## config.mk

```make
export PLATFORM = sky130hd
export DESIGN_NAME = alt_vipvfr131_prc_write_master_flat
export DESIGN_NICKNAME = d
export VERILOG_FILES = /design/src/rtl/alt_vipvfr131_prc_write_master_if.sv /design/src/rtl/alt_vipvfr131_prc_write_master.sv /design/src/flat_wrapper.sv
export SDC_FILE = /design/constraint.sdc
export NUM_CORES = 1
export LEC_CHECK = 0
export ABC_AREA = 1
export ABC_CLOCK_PERIOD_IN_PS = 6400
export CORE_MARGIN = 2
export CORE_UTILIZATION = 30
export DETAILED_ROUTE_END_ITERATION = 12
export PLACE_DENSITY = 0.48
export RECOVER_POWER = 25
export SYNTH_ARGS = -nofsm -noshare
export SYNTH_HDL_FRONTEND = slang
export SYNTH_SLANG_ARGS = --single-unit
export TNS_END_PERCENT = 5
```

## constraint.sdc

```tcl
create_clock -name clock -period 6.4 [get_ports clock]
set_input_delay 0.96 -clock clock [delete_from_list [all_inputs] [get_ports clock]]
set_output_delay 0.96 -clock clock [all_outputs]
set_load 0.01 [all_outputs]
```

## src/rtl/alt_vipvfr131_prc_write_master_if.sv

```systemverilog
// Avalon-MM write-master bus bundle for the frame-buffer write path.
// The master drives the command/data side; the interconnect answers with waitrequest.
interface alt_vipvfr131_prc_write_master_if #(
    parameter int ADDR_WIDTH  = 32,
    parameter int DATA_WIDTH  = 64,
    parameter int BURST_WIDTH = 6
) ();
    logic [ADDR_WIDTH-1:0]  av_address;
    logic [BURST_WIDTH-1:0] av_burstcount;
    logic [DATA_WIDTH-1:0]  av_writedata;
    logic                   av_write;
    logic                   av_read;
    logic                   av_waitrequest;

    modport master (
        output av_address, av_burstcount, av_writedata, av_write, av_read,
        input  av_waitrequest
    );

    modport slave (
        input  av_address, av_burstcount, av_writedata, av_write, av_read,
        output av_waitrequest
    );
endinterface

```

## src/rtl/alt_vipvfr131_prc_write_master.sv

```systemverilog
// Bursting Avalon-MM write master: packs narrow pixel words LSB-first into memory words,
// buffers them in a FIFO and writes them out as fixed-size bursts over a commanded length.
module alt_vipvfr131_prc_write_master #(
    parameter int ADDR_WIDTH                     = 32,
    parameter int DATA_WIDTH                     = 64,
    parameter int UNPACKED_WIDTH                 = 16,
    parameter int MAX_BURST_LENGTH_REQUIREDWIDTH = 11,
    parameter int BURST_WIDTH                    = 6,
    parameter int WRITE_FIFO_DEPTH               = 16,
    parameter int WRITE_TARGET_BURST_SIZE        = 8
) (
    input  logic                                      clock,
    input  logic                                      reset,
    input  logic                                      ena,
    output logic                                      stall,
    input  logic                                      cmd,
    input  logic [ADDR_WIDTH-1:0]                     cmd_addr,
    input  logic [MAX_BURST_LENGTH_REQUIREDWIDTH-1:0] cmd_length_of_burst,
    input  logic                                      write,
    input  logic [UNPACKED_WIDTH-1:0]                 write_data,
    input  logic                                      flush_partial_word,
    output logic                                      busy,
    alt_vipvfr131_prc_write_master_if.master          av
);
    localparam int N       = DATA_WIDTH / UNPACKED_WIDTH;
    localparam int SLOT_W  = (N > 1) ? $clog2(N) : 1;
    localparam int FIFO_AW = $clog2(WRITE_FIFO_DEPTH);
    localparam int LW      = MAX_BURST_LENGTH_REQUIREDWIDTH;
    localparam int BYTES   = DATA_WIDTH / 8;

    localparam logic [SLOT_W-1:0]      LAST_SLOT  = SLOT_W'(N - 1);
    localparam logic [BURST_WIDTH-1:0] TARGET_LEN = BURST_WIDTH'(WRITE_TARGET_BURST_SIZE);
    localparam logic [FIFO_AW:0]       FULL_COUNT = (FIFO_AW + 1)'(WRITE_FIFO_DEPTH);

    typedef enum logic [1:0] {IDLE, WAIT_DATA, BURST} state_t;

    state_t                  state, state_next;
    logic [SLOT_W-1:0]       slot;
    logic [DATA_WIDTH-1:0]   pack_word, merged_word;
    logic                    push_needed, push, pop, accept, cmd_load, fifo_full;
    logic [DATA_WIDTH-1:0]   fifo_mem [WRITE_FIFO_DEPTH];
    logic [FIFO_AW-1:0]      wr_ptr, rd_ptr;
    logic [FIFO_AW:0]        fifo_count;
    logic                    cmd_active, load_len, start_burst, last_beat;
    logic [ADDR_WIDTH-1:0]   addr;
    logic [LW-1:0]           remaining, remaining_after;
    logic [BURST_WIDTH-1:0]  burst_len, beats_left;

    function automatic logic [BURST_WIDTH-1:0] clip_len(input logic [LW-1:0] words);
        if (words >= LW'(WRITE_TARGET_BURST_SIZE)) return TARGET_LEN;
        return BURST_WIDTH'(words);
    endfunction

    // NOTE: every always_comb output gets its default first so no path can infer a latch.
    always_comb begin
        merged_word = pack_word;
        if (write) merged_word[slot*UNPACKED_WIDTH +: UNPACKED_WIDTH] = write_data;
    end

    // A flush only pushes when it has something to pad; a write into the last slot pushes anyway.
    assign push_needed = write ? ((slot == LAST_SLOT) || flush_partial_word)
                               : (flush_partial_word && (slot != '0));
    assign fifo_full   = (fifo_count == FULL_COUNT);
    assign stall       = (cmd && cmd_active) ||
                         ((write || flush_partial_word) && push_needed && fifo_full);
    assign accept      = ena && !stall;
    assign push        = accept && push_needed;
    assign cmd_load    = accept && cmd;

    // NOTE: sequential state uses non-blocking assignments so every flop samples pre-edge values.
    always_ff @(posedge clock) begin
        if (reset) begin
            slot      <= '0;
            pack_word <= '0;
        end else if (push) begin
            slot      <= '0;
            pack_word <= '0;
        end else if (accept && write) begin
            slot      <= slot + SLOT_W'(1);
            pack_word <= merged_word;
        end
    end

    // NOTE: the storage array is not reset; the output mux below hides stale contents when empty.
    always_ff @(posedge clock) begin
        if (push) fifo_mem[wr_ptr] <= merged_word;
    end

    always_ff @(posedge clock) begin
        if (reset) begin
            wr_ptr     <= '0;
            rd_ptr     <= '0;
            fifo_count <= '0;
        end else begin
            if (push) wr_ptr <= wr_ptr + FIFO_AW'(1);
            if (pop)  rd_ptr <= rd_ptr + FIFO_AW'(1);
            case ({push, pop})
                2'b10:   fifo_count <= fifo_count + (FIFO_AW + 1)'(1);
                2'b01:   fifo_count <= fifo_count - (FIFO_AW + 1)'(1);
                default: fifo_count <= fifo_count;
            endcase
        end
    end

    assign remaining_after = remaining - LW'(burst_len);

    always_ff @(posedge clock) begin
        if (reset) state <= IDLE;
        else       state <= state_next;
    end

    always_comb begin
        state_next  = state;
        load_len    = 1'b0;
        start_burst = 1'b0;
        pop         = 1'b0;
        last_beat   = 1'b0;
        av.av_write = 1'b0;
        case (state)
            IDLE: begin
                if (cmd_active) begin
                    load_len   = 1'b1;
                    state_next = WAIT_DATA;
                end
            end
            WAIT_DATA: begin
                if (32'(fifo_count) >= 32'(burst_len)) begin
                    start_burst = 1'b1;
                    state_next  = BURST;
                end
            end
            BURST: begin
                av.av_write = 1'b1;
                pop         = !av.av_waitrequest;
                if (pop && (beats_left == BURST_WIDTH'(1))) begin
                    last_beat  = 1'b1;
                    state_next = (remaining_after == '0) ? IDLE : WAIT_DATA;
                end
            end
            default: state_next = IDLE;
        endcase
    end

    always_ff @(posedge clock) begin
        if (reset) begin
            addr       <= '0;
            remaining  <= '0;
            cmd_active <= 1'b0;
            burst_len  <= '0;
            beats_left <= '0;
        end else begin
            if (cmd_load) begin
                addr       <= cmd_addr;
                remaining  <= cmd_length_of_burst;
                cmd_active <= (cmd_length_of_burst != '0);
            end
            if (load_len) burst_len <= clip_len(remaining);
            if (start_burst)  beats_left <= burst_len;
            else if (pop)     beats_left <= beats_left - BURST_WIDTH'(1);
            // Address and length advance only once the whole burst has been accepted.
            if (last_beat) begin
                addr      <= addr + ADDR_WIDTH'(burst_len) * ADDR_WIDTH'(BYTES);
                remaining <= remaining_after;
                if (remaining_after == '0) cmd_active <= 1'b0;
                else                       burst_len  <= clip_len(remaining_after);
            end
        end
    end

    assign busy             = cmd_active || (fifo_count != '0);
    assign av.av_address    = addr;
    assign av.av_burstcount = burst_len;
    assign av.av_writedata  = (fifo_count != '0) ? fifo_mem[rd_ptr] : '0;
    assign av.av_read       = 1'b0;
endmodule

```

## src/flat_wrapper.sv

```systemverilog
// flat-port wrapper written by rule: the top's interface ports become plain ports
module alt_vipvfr131_prc_write_master_flat 
#(
    parameter int ADDR_WIDTH                     = 32,
    parameter int DATA_WIDTH                     = 64,
    parameter int UNPACKED_WIDTH                 = 16,
    parameter int MAX_BURST_LENGTH_REQUIREDWIDTH = 11,
    parameter int BURST_WIDTH                    = 6,
    parameter int WRITE_FIFO_DEPTH               = 16,
    parameter int WRITE_TARGET_BURST_SIZE        = 8
)
  (clock, reset, ena, stall, cmd, cmd_addr, cmd_length_of_burst, write, write_data, flush_partial_word, busy, av_av_address, av_av_burstcount, av_av_writedata, av_av_write, av_av_read, av_av_waitrequest);
  alt_vipvfr131_prc_write_master_if #(.ADDR_WIDTH(ADDR_WIDTH), .DATA_WIDTH(DATA_WIDTH), .BURST_WIDTH(BURST_WIDTH)) av_i ();
  input  logic clock;
  input  logic reset;
  input  logic ena;
  output logic stall;
  input  logic cmd;
  input  logic [ADDR_WIDTH-1:0] cmd_addr;
  input  logic [MAX_BURST_LENGTH_REQUIREDWIDTH-1:0] cmd_length_of_burst;
  input  logic write;
  input  logic [UNPACKED_WIDTH-1:0] write_data;
  input  logic flush_partial_word;
  output logic busy;
  output wire logic [$bits(av_i.av_address)-1:0] av_av_address;
  output wire logic [$bits(av_i.av_burstcount)-1:0] av_av_burstcount;
  output wire logic [$bits(av_i.av_writedata)-1:0] av_av_writedata;
  output wire logic [$bits(av_i.av_write)-1:0] av_av_write;
  output wire logic [$bits(av_i.av_read)-1:0] av_av_read;
  input wire logic [$bits(av_i.av_waitrequest)-1:0] av_av_waitrequest;
  assign av_av_address = av_i.av_address;
  assign av_av_burstcount = av_i.av_burstcount;
  assign av_av_writedata = av_i.av_writedata;
  assign av_av_write = av_i.av_write;
  assign av_av_read = av_i.av_read;
  assign av_i.av_waitrequest = av_av_waitrequest;
  alt_vipvfr131_prc_write_master #(.ADDR_WIDTH(ADDR_WIDTH), .DATA_WIDTH(DATA_WIDTH), .UNPACKED_WIDTH(UNPACKED_WIDTH), .MAX_BURST_LENGTH_REQUIREDWIDTH(MAX_BURST_LENGTH_REQUIREDWIDTH), .BURST_WIDTH(BURST_WIDTH), .WRITE_FIFO_DEPTH(WRITE_FIFO_DEPTH), .WRITE_TARGET_BURST_SIZE(WRITE_TARGET_BURST_SIZE)) u_core (.clock(clock), .reset(reset), .ena(ena), .stall(stall), .cmd(cmd), .cmd_addr(cmd_addr), .cmd_length_of_burst(cmd_length_of_burst), .write(write), .write_data(write_data), .flush_partial_word(flush_partial_word), .busy(busy), .av(av_i));
endmodule
```

==> results of run 1 <==
-- metal layers --
layer | global-route usage [%] | wire length (µm)
met1 | 25.1 | 68000
met2 | 28.6 | 67900
met3 | 2.89 | 7830
met4 | 4.65 | 2920
met5 | 0 | 7
-- flip-flops by register name, summed over array words and instances, names as in the netlist, 5 cells and up, named ones only --
register / cells
u_core.fifo_mem: 1024
u_core.pack_word: 64
u_core.av.av_address: 32
u_core.remaining: 11
u_core.av.av_burstcount: 6
u_core.beats_left: 6
u_core.fifo_count: 5
-- power breakdown --
part	internal (mW)	leakage [nW]	switching (mW)
logic	0.436	5.69	0.955
clock network	4.37	2.13	3.24
registers	8.41	10.6	0.0554
total	13.2	18.4	4.25
-- path summary, 6_finish.rpt --
check / start / endpoint / slack, ns / cells past startpoint
max: av_av_waitrequest / u_core.av.av_address[28]$_SDFFE_PP0P_ / 1.00 / 12
min: u_core.pack_word[8]$_SDFFE_PP0P_ / u_core.pack_word[8]$_SDFFE_PP0P_ / 0.45 / 2
max reg2reg: u_core.state[1]$_SDFFE_PP0P_ / u_core.av.av_address[28]$_SDFFE_PP0P_ / 1.07 / 12
min reg2reg: u_core.pack_word[8]$_SDFFE_PP0P_ / u_core.pack_word[8]$_SDFFE_PP0P_ / 0.45 / 2
-- worst min-delay path, delay by kind of cell, from the launching register on --
| kind | cells | cell delay [ns] |
|---|---|---|
| flops | 1 | 0.29 |
| compound gates | 1 | 0.05 |
| buf+inv | 1 | 0.06 |
-- cell usage in the layout, fill, tap and decap left out, types with 4 or more instances in the layout --
cell                                 n
sky130_fd_sc_hd__edfxtp_1         1024
sky130_fd_sc_hd__buf_4              44
sky130_fd_sc_hd__nand2_1           252
sky130_fd_sc_hd__inv_1             194
sky130_fd_sc_hd__clkinv_2           17
sky130_fd_sc_hd__clkinvlp_4          5
sky130_fd_sc_hd__o21ai_0           554
sky130_fd_sc_hd__clkinv_1           18
sky130_fd_sc_hd__dlygate4sd3_1      39
sky130_fd_sc_hd__nand3_1           110
sky130_fd_sc_hd__buf_12             16
sky130_fd_sc_hd__bufinv_16           6
sky130_fd_sc_hd__a31oi_1             5
sky130_fd_sc_hd__o211ai_1           78
sky130_fd_sc_hd__clkinv_8            6
sky130_fd_sc_hd__ha_1               34
sky130_fd_sc_hd__nor2_4             12
sky130_fd_sc_hd__o21ai_1            57
sky130_fd_sc_hd__nor2_1            603
sky130_fd_sc_hd__dfxtp_1           137
sky130_fd_sc_hd__nand4_1            21
sky130_fd_sc_hd__xnor2_1             8
sky130_fd_sc_hd__o221ai_1          179
sky130_fd_sc_hd__dfxtp_4             4
sky130_fd_sc_hd__clkbuf_8           12
sky130_fd_sc_hd__clkinv_16           6
sky130_fd_sc_hd__clkbuf_16         136
sky130_fd_sc_hd__nor2_2              4
sky130_fd_sc_hd__a211oi_2            6
sky130_fd_sc_hd__or2_2               6
sky130_fd_sc_hd__a21oi_1           190
sky130_fd_sc_hd__o22ai_1           126
sky130_fd_sc_hd__nor3_1             18
sky130_fd_sc_hd__xor2_1              8
sky130_fd_sc_hd__o32ai_2            14
sky130_fd_sc_hd__clkbuf_1           72
sky130_fd_sc_hd__inv_2               6
sky130_fd_sc_hd__clkdlybuf4s50_1   130
-- kinds of logic after synthesis --
family          share of synthesized area [%]
compound gates                           15.4
xor+xnor                                0.294
fa+ha+maj                                1.02
buf+inv                                  4.01
flops                                    70.4
other cells                           0.00787
simple gates                             8.85
-- area by class of cell --
class	count	area share [%]
clock inverter	60	1.25
timing repair buffer	263	4.41
antenna	1	0.00446
tap	2072	4.62
inverter	208	1.44
clock buffer	189	6.63
sequential	1165	59.8
multi-input combinational	2309	21.8
==> metrics.txt, run 1 <==
number of synthesis warnings 0; fin. max-slew vios about 230; post-route minimum period 5.40 ns; leakage power of the design 18.4 nW; type of the most critical hold path register to register; flip-flop and latch count after synthesis 1165; total I/O pin count 172; gr ovfl total 0; Peak Freq 185 MHz; number of detailed-routing iterations run before antenna repair 5; Yosys top cell by area sky130_fd_sc_hd__edfxtp_1; Cells after DPL 6017; period utilisation layout 84.3%; final-stage net count 4185; Hold Fails Final Rpt 0; post-synthesis net count 4052; CTS tree built; post-synthesis instance area 0.0477 mm²; Worst Tran Pin Value 2.42 ns; Worst path top cell family by delay buffers and inverters; post-route antenna net violation count 0; total negative setup slack 0 ns; Die ar. 0.162 mm²; hold slack final 0.451 ns; crit path capture type register; DR vias 32.3k; sequential share of the synthesized area a little over two thirds; htree depth 4; initial core utilization between 30% and 40%; DRC marker count from the first detailed-route iteration 2654; slowest stage delay, CP 1.09 ns; Arr. time, crit path 5.95 ns; ratio of cells with drive above 1 in the final layout 7.61%; cell area reported after detailed placement 0.0519 mm²; first-pass GRT wire length 216 mm; slowest cell on the critical path sky130_fd_sc_hd__clkbuf_1; Clk pin slew, worst setup/hold paths 0.06 ns; number of clock sinks 1165; Die X-Extent a little over 400 µm; PostCTS Resize Cnt 0; non-filler cells, final 6267; finished layout cell area 0.0561 mm²; worst slack at placement ~1.4 ns; Rel. slew slack -61.6%; number of post-CTS setup repair buffers 0; maximum number of pins on one net before global-route repair about 190; PD cells 311 mW/mm²; average size of a mapped cell 12.1 µm²; count of buffer and inverter cells on the critical path 4; clock insertion delay at the later pin of the skew report 0.77 ns; fill cell total of the finished layout approximately 15k; DP HPWL 77.3 mm; EDFF count, synth 1024; Routability Congestion 0.810; max capacitance violation total 8; Mapped Cells 3949; failing checks capacitance limit, slew limit; antenna violations before repair 5; share of Yosys cell area claimed by the top area cell type 64.5%; count leader, synth sky130_fd_sc_hd__edfxtp_1; Setup crit start kind input pin; CP Class input pin to register; post-route DRC violation count 0; worst path required time 6.95 ns; number of different library cells in the post-synthesis netlist 47; number of clock buffers inserted by TritonCTS 135; Design Power 17.5 mW; cell types occupying the most area after synthesis sky130_fd_sc_hd__edfxtp_1, sky130_fd_sc_hd__dfxtp_1, sky130_fd_sc_hd__o21ai_0, sky130_fd_sc_hd__nor2_1, sky130_fd_sc_hd__o221ai_1; unrepaired setup endpoints after global routing no; Row Count 146; register area between 0.03 and 0.04 mm²; routed len/inst 23.4 µm; total global routing track utilization 17.8%; largest fanout on the critical path 33; clock skew after layout 0.0328 ns; async set-or-reset flop fraction in the synthesized netlist 0%; Main synth FF type sky130_fd_sc_hd__edfxtp_1; Bufs on Longest Clock Path 3; input/output buffers 170; via count of the first global-routing pass 31.9k; vias per cell a little over 5; final core occ 35.5%; ranking of synthesized cells by instance count sky130_fd_sc_hd__edfxtp_1, sky130_fd_sc_hd__nor2_1, sky130_fd_sc_hd__o21ai_0; Worst IR Drop VDD 0.284 mV; Die H 403 µm; area of the multi-input gates roughly 0.012 mm²; area of the core 0.158 mm²; layout-stage area growth over the synthesis result 17.8%; Root Buffer sky130_fd_sc_hd__clkbuf_16; final setup fails 0; count of hold-fix buffers inserted at cts 0; worst-path cell chain clkdlybuf4s50_1 > nor2_1 > nand4_1 > nor2_4 > clkbuf_1 > inv_1 > nand2_1 > inv_1 > nand2_1 > nand2_1 > nor2_1 > nor2_1; Setup WS post-layout 1.00 ns; run status finished, violations left; final wirelength roughly 150 mm
No activity file was read; power rests on OpenSTA's default activity.
==> run 2: changes to the inputs <==
--- a/config.mk
+++ b/config.mk
@@ -6,11 +6,11 @@
 export NUM_CORES = 1
 export LEC_CHECK = 0
 export ABC_AREA = 1
-export ABC_CLOCK_PERIOD_IN_PS = 6400
+export ABC_CLOCK_PERIOD_IN_PS = 4900
 export CORE_MARGIN = 2
 export CORE_UTILIZATION = 30
 export DETAILED_ROUTE_END_ITERATION = 12
-export PLACE_DENSITY = 0.48
+export PLACE_DENSITY = 0.5
 export RECOVER_POWER = 25
 export SYNTH_ARGS = -nofsm -noshare
 export SYNTH_HDL_FRONTEND = slang
==> constraint.sdc (replaced) <==
create_clock -name clock -period 4.9 [get_ports clock]
set_input_delay 0.735 -clock clock [delete_from_list [all_inputs] [get_ports clock]]
set_output_delay 0.735 -clock clock [all_outputs]
set_load 0.01 [all_outputs]
==> run 2 against run 1 <==
  * Highest routed layer unchanged
  * First-iteration DRC count rose by 12%
  * Count of clock-buffer cells in the layout is 31 lower
  * Total power up 27%
  * Clock power increased by 23%
  * Final cell count increased by 0.59%
  * The flow now finishes without violations
  * Largest power group unchanged
  * Setup slack got worse by 0.77 ns
  * Sequential power grew 31%
  * Worst hold slack got worse by 0.0010 ns
  * Via count grew 1.0%
  * Critical path depth fell by 5
  * Non-clock buffer count rose by 58
==> metrics.txt, run 2 (synthesis results as in run 1) <==
fill cell total of the finished layout 15.4k (was 15.5k); most frequent standard cell in the layout excluding fill and tap cells sky130_fd_sc_hd__edfxtp_1 (unchanged); DR vias 32.6k (was 32.3k); Arr. time, crit path 3.93 ns (was 5.95 ns); area of the core 0.158 mm² (unchanged); htree depth 3 (was 4); count of hold-fix buffers inserted at cts 0 (unchanged); endpoint of the lowest-slack register-to-register path u_core.fifo_mem[5][24]$_DFFE_PP_ (was u_core.av.av_address[28]$_SDFFE_PP0P_); input/output buffers 170 (unchanged); fin. max-slew vios 0 (was 232); largest fanout on the critical path 63 (was 33); Clk pin slew, worst setup/hold paths 0.06 ns (about the same); slowest stage delay, CP 0.72 ns (was 1.09 ns); Hold Fails Final Rpt 0 (unchanged); PD cells 396 mW/mm² (was 311 mW/mm²); max capacitance violation total 0 (was 8); post-route DRC violation count 0 (unchanged); worst-path cell chain buf_12 > buf_4 > o21ai_0 > o221ai_1 > o211ai_1 > a21oi_1 > clkdlybuf4s50_1 (was clkdlybuf4s50_1 > nor2_1 > nand4_1 > nor2_4 > clkbuf_1 > inv_1 > nand2_1 > inv_1 > nand2_1 > nand2_1 > nor2_1 > nor2_1); final core occ 35.6% (was 35.5%); Worst IR Drop VDD 0.300 mV (was 0.284 mV); flip-flop count of the largest register after layout 1024 (unchanged); worst min-delay path endpoint u_core.pack_word[32]$_SDFFE_PP0P_ (was u_core.pack_word[8]$_SDFFE_PP0P_); period utilisation layout 95.2%; PostCTS Resize Cnt 0 (unchanged); Worst Tran Pin Value 1.42 ns (was 2.42 ns); DRC marker count from the first detailed-route iteration 2978 (was 2654); first-pass GRT wire length 215 mm (was 216 mm); number of clock sinks 1165 (unchanged); final-stage net count 4229 (was 4185); Die H 403 µm (unchanged); Peak Freq 214 MHz; Levels on crit path 7 (was 12); crit path capture type output pin (was register); number of detailed-routing iterations run before antenna repair 6 (was 5); Die ar. 0.162 mm² (unchanged); total global routing track utilization 17.6% (was 17.8%); type of the most critical hold path register to register (unchanged); via count of the first global-routing pass 31.5k (was 31.9k); worst path required time 4.16 ns (was 6.95 ns); count of buffer and inverter cells on the critical path 3 (was 4); Worst Hold Launch u_core.pack_word[32]$_SDFFE_PP0P_ (was u_core.pack_word[8]$_SDFFE_PP0P_); Rel. slew slack 5.46% (was -61.6%); R2R Path Start u_core.slot[1]$_SDFFE_PP0P_ (was u_core.state[1]$_SDFFE_PP0P_); CP Class register to output pin (was input pin to register); CTS tree built (unchanged); ratio of cells with drive above 1 in the final layout 8.06% (was 7.61%); R2R setup slack 0.68 ns (was 1.07 ns); clock skew after layout 0.0916 ns (was 0.0328 ns); number of post-CTS setup repair buffers 0 (unchanged); run status finished clean (was finished, violations left); leakage power of the design 18.5 nW (was 18.4 nW); Worst path top cell family by delay buffers and inverters (unchanged); Routability Congestion 0.825 (was 0.810); total I/O pin count 172 (unchanged); final wirelength 145 mm (was 147 mm); ANT cells 0 (was 1); routed len/inst 23.0 µm (was 23.4 µm); DP HPWL 84.5 mm (was 77.3 mm); maximum number of pins on one net before global-route repair 137 (was 193); Min-Delay Path Depth 2 (unchanged); count of cells along the worst register-to-register path 9 (was 12); total negative setup slack 0 ns (unchanged); clock insertion delay at the later pin of the skew report 0.78 ns (was 0.77 ns); slowest cell on the critical path sky130_fd_sc_hd__dfxtp_4 (was sky130_fd_sc_hd__clkbuf_1); unrepaired setup endpoints after global routing no (unchanged); number of clock buffers inserted by TritonCTS 121 (was 135); Largest Register u_core.fifo_mem (unchanged); Bufs on Longest Clock Path 3 (unchanged); Row Count 146 (unchanged); layout-stage area growth over the synthesis result 18.1% (was 17.8%); post-route antenna net violation count 0 (unchanged); gr ovfl total 0 (unchanged); commonest cells after routing, fill and taps aside sky130_fd_sc_hd__edfxtp_1, sky130_fd_sc_hd__nor2_1, sky130_fd_sc_hd__o21ai_0 (unchanged); vias per cell 5.18 (was 5.15); antenna violations before repair 6 (was 5); Setup crit start kind register (was input pin); hold slack final 0.450 ns (was 0.451 ns); Die X-Extent 403 µm (unchanged); initial core utilization 30.2% (unchanged); final setup fails 0 (unchanged); Root Buffer sky130_fd_sc_hd__clkbuf_16 (unchanged); post-route minimum period about 4.7 ns
-- run 2: cell types whose count changed in the layout (fill, tap and decap cells not counted), moves of 12 or more --
cell                        change
sky130_fd_sc_hd__buf_4         +41
sky130_fd_sc_hd__clkbuf_16     -15
sky130_fd_sc_hd__clkinv_1      +15
sky130_fd_sc_hd__buf_12        +12
sky130_fd_sc_hd__o32ai_1       +12
sky130_fd_sc_hd__o32ai_2       -12
-- run 2: power breakdown --
group	internal [mW]	switching (mW)
registers	11.0	0.0683
clock network	5.36	3.97
logic	0.605	1.27
total	17.0	5.31
-- run 2: final cells by class --
| cell class | instances | area [µm²] | share of cell area, % |
|---|---|---|---|
| Sequential cell | 1165 | 33600 | 59.7 |
| Multi-Input combinational cell | 2309 | 12200 | 21.7 |
| Clock buffer | 158 | 3210 | 5.70 |
| Timing Repair Buffer | 321 | 3040 | 5.40 |
| Tap cell | 2072 | 2590 | 4.61 |
| Clock inverter | 71 | 811 | 1.44 |
| Inverter | 208 | 801 | 1.42 |
-- run 2: worst max path at each step --
| stage | startpoint | slack [ns] | end |
|---|---|---|---|
| 4_1_cts | register | 0.23 | av_av_writedata[1] |
| 5_1_grt | register | 0.04 | av_av_writedata[54] |
| 3_5_place_dp | write | 0.98 | u_core.fifo_mem[4][45]$_DFFE_PP_ |
| 2_1_floorplan | flush_partial_word | 0.10 | u_core.fifo_mem[11][0]$_DFFE_PP_ |
| 6_report | register | 0.24 | av_av_writedata[1] |
| 3_3_place_gp | write | 1.01 | u_core.fifo_mem[4][45]$_DFFE_PP_ |
-- run 2: layer usage --
metal	wire length (µm)	track usage, %	share of wire, %	vias to the layer above
met5	26	0	0.018	-
met4	2390	3.61	1.6	4
met3	8700	3.03	6.0	158
met2	67200	28.3	46	937
met1	67000	24.8	46	16552
li1	-	-	-	14993
-- run 2: per-stage QoR --
step	std cells	total power [mW]	worst slack, ns	cell area (µm²)
floorplan	3949	12.2	0.104	47700
detailed placement	6075	13.2	0.982	52500
finish	6304	22.3	0.237	56300
CTS	6304	22.5	0.233	56500
global route	6304	23.0	0.0406	56300
global placement	6075	13.2	1.01	52500
-- run 2: worst min-delay path: stages (launching register included) --
cell and delay (ns):
sky130_fd_sc_hd__dfxtp_1 0.30, sky130_fd_sc_hd__inv_1 0.05, sky130_fd_sc_hd__a21oi_1 0.05
